**config.mk**
```make
export PLATFORM = sky130hd
export DESIGN_NAME = debug_dump_uart_tx
export DESIGN_NICKNAME = d
export VERILOG_FILES = /design/src/rtl/debug_dump_uart_tx.sv
export SDC_FILE = /design/constraint.sdc
export NUM_CORES = 1
export LEC_CHECK = 0
export CELL_PAD_IN_SITES_DETAIL_PLACEMENT = 1
export CELL_PAD_IN_SITES_GLOBAL_PLACEMENT = 1
export CORE_UTILIZATION = 40
export DETAILED_ROUTE_END_ITERATION = 8
export MAX_ROUTING_LAYER = met4
export PLACE_DENSITY_LB_ADDON = 0.25
export RECOVER_POWER = 50
export SLEW_MARGIN = 0
export SYNTH_ARGS = -nofsm -noshare
export SYNTH_HDL_FRONTEND = slang
export SYNTH_SLANG_ARGS = --single-unit
```
**constraint.sdc**
```tcl
create_clock -name clk -period 8 [get_ports clk]
set_input_delay 2 -clock clk [delete_from_list [all_inputs] [get_ports clk]]
set_output_delay 2 -clock clk [all_outputs]
set_load 0.05 [all_outputs]
```
**src/rtl/debug_dump_uart_tx.sv**
```systemverilog
// debug_dump_uart_tx: sweeps the debug register port and streams header, PC and registers as UART 8N1 bytes
module debug_dump_uart_tx #(
    parameter int         WIDTH        = 32,
    parameter int         NUM_REGS     = 16,
    parameter int         CLKS_PER_BIT = 868,
    parameter logic [7:0] HEADER       = 8'hA5
) (
    input  logic             clk,
    input  logic             reset,
    input  logic             start,
    input  logic [WIDTH-1:0] fetch_pc,
    input  logic [WIDTH-1:0] debug_reg_out,
    output logic [3:0]       debug_reg_select,
    output logic             tx,
    output logic             busy,
    output logic             done
);
    localparam int NB = WIDTH / 8;
    localparam int BW = $clog2(CLKS_PER_BIT);
    typedef enum logic [2:0] {IDLE, SEND_HDR, SEND_PC, SELECT, SEND_REG, FINISH} state_t;
    state_t           r_state, w_state;
    logic [BW-1:0]    r_baud, w_baud;
    logic [3:0]       r_bit, w_bit, r_sel, w_sel;
    logic [7:0]       r_idx, w_idx;
    logic [WIDTH-1:0] r_word, w_word;
    logic             r_tx, r_busy, r_done;
    logic             w_bit_end, w_byte_end, w_word_end, w_send, w_tx;
    logic [9:0]       w_frame;
    always_comb begin
        w_state = r_state;
        w_baud = r_baud;
        w_bit = r_bit;
        w_idx = r_idx;
        w_word = r_word;
        w_sel = r_sel;
        w_bit_end = r_baud == BW'(CLKS_PER_BIT - 1);
        w_byte_end = w_bit_end && r_bit == 4'd9;
        w_word_end = w_byte_end && r_idx == 8'(NB - 1);
        if (r_state inside {SEND_HDR, SEND_PC, SEND_REG}) begin
            w_baud = w_bit_end ? '0 : r_baud + 1'b1;
            w_bit = w_byte_end ? '0 : r_bit + 4'(w_bit_end);
        end
        case (r_state)
            IDLE: if (start) begin
                w_state = SEND_HDR;
                w_word = fetch_pc;
            end
            SEND_HDR: w_state = w_byte_end ? SEND_PC : SEND_HDR;
            SEND_PC, SEND_REG: if (w_byte_end) begin
                w_idx = w_word_end ? '0 : r_idx + 1'b1;
                w_word = r_word << 8;
                if (w_word_end && r_state == SEND_PC) w_state = SELECT;
                else if (w_word_end) begin
                    w_state = r_sel == 4'(NUM_REGS - 1) ? FINISH : SELECT;
                    w_sel = r_sel == 4'(NUM_REGS - 1) ? 4'd0 : r_sel + 1'b1;
                end
            end
            // leaving SELECT is the capture edge: debug_reg_out has settled for the new select
            SELECT: begin
                w_state = SEND_REG;
                w_word = debug_reg_out;
            end
            default: w_state = IDLE;
        endcase
        w_send = w_state inside {SEND_HDR, SEND_PC, SEND_REG};
        w_frame = {1'b1, w_state == SEND_HDR ? HEADER : w_word[WIDTH-1 -: 8], 1'b0};
        w_tx = w_send ? w_frame[w_bit] : 1'b1;
    end
    always_ff @(posedge clk) begin
        if (reset) begin
            r_state <= IDLE;
            r_baud <= '0;
            r_bit <= '0;
            r_idx <= '0;
            r_word <= '0;
            r_sel <= '0;
            r_tx <= 1'b1;
            r_busy <= 1'b0;
            r_done <= 1'b0;
        end else begin
            r_state <= w_state;
            r_baud <= w_baud;
            r_bit <= w_bit;
            r_idx <= w_idx;
            r_word <= w_word;
            r_sel <= w_sel;
            r_tx <= w_tx;
            r_busy <= w_send || w_state == SELECT;
            r_done <= w_state == FINISH;
        end
    end
    assign debug_reg_select = r_sel;
    assign tx = r_tx;
    assign busy = r_busy;
    assign done = r_done;
endmodule

```
==> reports/qor.csv <==
stage,metric,value,unit
status,status,finished with violations,
status,violations,"max-capacitance violations, max-slew violations",
yosys,ys_seq_area_share,40.7,%
floorplanning,dieWidth,90.7,µm
cts,numCtsBuffers,9,
timing,rsz0062_at_grt,no,
yosys,ys_async_sr_fraction,0,%
yosys,synth-seq-cells,64,
power_and_ir_drop,p_leak,1.55,nW
final_layout,area_delta_synth_final,32.4,%
yosys,synth.top_cells.by_area,"dfxtp_1 41%, a222oi_1 8.6%, a21oi_1 5.1%",
placement,gp_congestion,0.799,
worst_setup_path,r2r_cells,8,
yosys,yosysWarnings,0,
cts,post_cts_buffers,0,
cts,cts_sinks,64,
power_and_ir_drop,p_int,0.000599,W
timing,finalSetupTns,0,ns
detailed_routing,wl_per_cell,16.4,µm
hold_path,min_path_cells,2,
yosys,syn_inst,352,
power_and_ir_drop,pwr-share-seq,44.2,%
yosys,ys_types,54,
placement,post-dp-hpwl,6.19,mm
cts,cts_root_buf,clkbuf_8,
timing,max_slew_margin,-31.9,%
power_and_ir_drop,p_sw_share,22.7,%
cts,cts_tree,built,
floorplanning,rows,31,
detailed_routing,post-route-drc-count,0,
placement,io_buffers,73,
timing,skew,0.00821,ns
power_and_ir_drop,pwr-share-clk,44.0,%
floorplanning,dieArea,8220,µm²
worst_setup_path,worstSetupPathType,in2reg,
yosys,ys.flop_type,dfxtp_1,
power_and_ir_drop,power_density,186,nW/µm²
worst_setup_path,startpoint_type,input pin,
yosys,syn_avg_cell_area,8.93,µm²
cts,post_cts_resized,0,
worst_setup_path,crit_path_start,reset,
flow_run,cap_viol_max_count,1,
yosys,syn_nets,424,
final_layout,final_nets,486,
cts,clock_path_buffers,2,
worst_setup_path,arrival,4.80,ns
detailed_routing,postRouteAntennaNets,0,
detailed_routing,drt-total-wl,8.52,mm
timing,min_period,4.60,ns
worst_setup_path,crit_path_cell_trace,dlygate4sd3_1 > clkbuf_1 > or2_0 > o21bai_1,
grt,grt_pass1_vias,3018,
timing,finalMaxSlewViolations,44,
cts,holdBufCountCts,0,
grt,track_usage,22.4,%
cts,h-tree-depth,3,
power_and_ir_drop,max-vdd-ir-drop,0.0964,mV
power_and_ir_drop,p_sw,0.000176,W
grt,antenna_found_initial,0,
grt,grt_pass1_wl,14.3,mm
floorplanning,start_util,42.4,%
worst_setup_path,critPathBufInv,2,
yosys,synth_edf_count,0,
floorplanning,die_h,90.7,µm
power_and_ir_drop,p_comb_share,11.9,%
yosys,synthTopCellsByCount,"64 x dfxtp_1, 39 x nor2_1, 35 x nand2_1",
detailed_routing,firstDrtPassIters,7,
worst_setup_path,reg2reg_from,r_baud[0],
worst_setup_path,slowest_stage,clkbuf_1,
worst_setup_path,cp_num_cells,4,
final_layout,layout-drive-gt1-share,7.64,%
cts,clk_pin_slew_worst_paths,0.07,ns
detailed_routing,viasPerCell,5.81,
grt,grt_max_degree,44,
detailed_routing,drt_iter0_markers,196,
worst_setup_path,max_stage_delay,1.41,ns
timing,finalSetupViolations,0,
hold_path,min_path_type,reg2reg,
timing,max_freq,217,MHz
timing,final_hold_viol_count,0,
grt,grt.overflow.total,0,
worst_setup_path,path_delay_family,buffers and inverters,
worst_setup_path,worst_setup_path_end_kind,flip-flop,
cts,clk_latency,0.34,ns
worst_setup_path,critPathRequiredTime,8.20,ns
worst_setup_path,cp_max_fo,43,
final_layout,num_antenna_cells,0,
timing,max_slew.worst_pin.slew,1.98,ns
timing,whs,0.456,ns
hold_path,hp-start,r_word[16],
detailed_routing,route.vias.total,3012,
yosys,synth_top_area_share,40.7,%
timing,finalCritPeriodShare,57.5,%
yosys,synth_largest_area_cell,dfxtp_1,
floorplanning,io_pins,74,
yosys,synth_area,3140,µm²
floorplanning,core_area,7410,µm²
yosys,post-synth-top-count-cell,dfxtp_1,
worst reg2reg max path, stage by stage (launching register included):
cell	delay, ns
dfxtp_1	0.40
ha_1	0.23
nand4bb_1	0.22
or4_4	0.69
nor2_2	0.59
buf_4	0.35
nand4_4	0.16
or3_1	0.37
a21oi_1	0.13
final timing paths:
path	endpoint	slack, ns
setup reg to reg	r_idx[7]	4.79
setup / recovery	busy	3.40
hold / removal	r_word[16]	0.46
hold reg to reg	r_word[16]	0.46
cell type report:
| cell class | instances | area [µm²] |
|---|---|---|
| clock buffer | 11 | 141 |
| clock inverter | 5 | 104 |
| fill | 851 | 3250 |
| inverter | 4 | 15.0 |
| multi-input combinational | 258 | 1740 |
| sequential | 64 | 1280 |
| tap | 99 | 124 |
| timing repair buffer | 77 | 757 |
power groups by stage:
stage | logic (W) | registers, W | clock network (W)
after floorplan | 0.0000449 | 0.000349 | 0
after global placement | 0.0000906 | 0.000349 | 0
after detailed placement | 0.0000924 | 0.000349 | 0
after CTS | 0.0000929 | 0.000342 | 0.000350
after global routing | 0.000101 | 0.000344 | 0.000367
final | 0.0000920 | 0.000342 | 0.000341
metal layers:
metal | GRT usage [%] | wire length, µm | vias to the layer above
li1 | - | - | 1454
met1 | 25.4 | 3620 | 1461
met2 | 38.3 | 4400 | 85
met3 | 5.98 | 397 | 12
met4 | 7.53 | 106 | 0
met5 | - | 0 | -
flip-flops by register name, indices dropped and copies added, names as in the netlist:
name,cells
r_state,3
tx,1
r_word,32
r_idx,8
done,1
busy,1
debug_reg_select,4
r_bit,4
r_baud,10
logic make-up after synthesis:
kind of cell,synth area share (%)
buffers and inverters,4.18
adders and majority gates,1.99
AOI/OAI and AO/OA,25.9
muxes,1.59
and+or+nand+nor,20.8
xor gates and xnor gates,4.74
DFF,40.7
through the flow:
step / power [W] / std cells / setup slack, ns / utilization [%] / area (µm²)
global route: 0.000812 / 518 / 3.10 / 56.2 / 4160
detailed placement: 0.000442 / 502 / 3.65 / 52.9 / 3920
floorplan: 0.000394 / 352 / 4.57 / - / 3140
CTS: 0.000785 / 518 / 4.03 / 56.2 / 4170
global placement: 0.000439 / 502 / 3.73 / 52.9 / 3920
finish: 0.000775 / 518 / 3.40 / 56.2 / 4160
cell usage in the layout, fill, tap and decap left out, drive strengths merged, types with 4 or more instances in the layout:
| cell type | synthesis | final |
|---|---|---|
| a211oi | 6 | 6 |
| a21oi | 32 | 32 |
| a221oi | 6 | 6 |
| a222oi | 27 | 27 |
| clkbuf | 18 | 12 |
| clkdlybuf4s50 | 0 | 72 |
| dfxtp | 64 | 64 |
| ha | 5 | 5 |
| inv | 4 | 4 |
| mux2i | 5 | 5 |
| nand2 | 35 | 35 |
| nand2b | 4 | 4 |
| nand3 | 8 | 8 |
| nand4 | 9 | 9 |
| nor2 | 40 | 40 |
| nor2b | 4 | 4 |
| nor3 | 6 | 6 |
| o21ai | 11 | 11 |
| o31ai | 4 | 4 |
| or3 | 5 | 5 |
| xor2 | 14 | 14 |
Power figures use the tool's default switching activity.
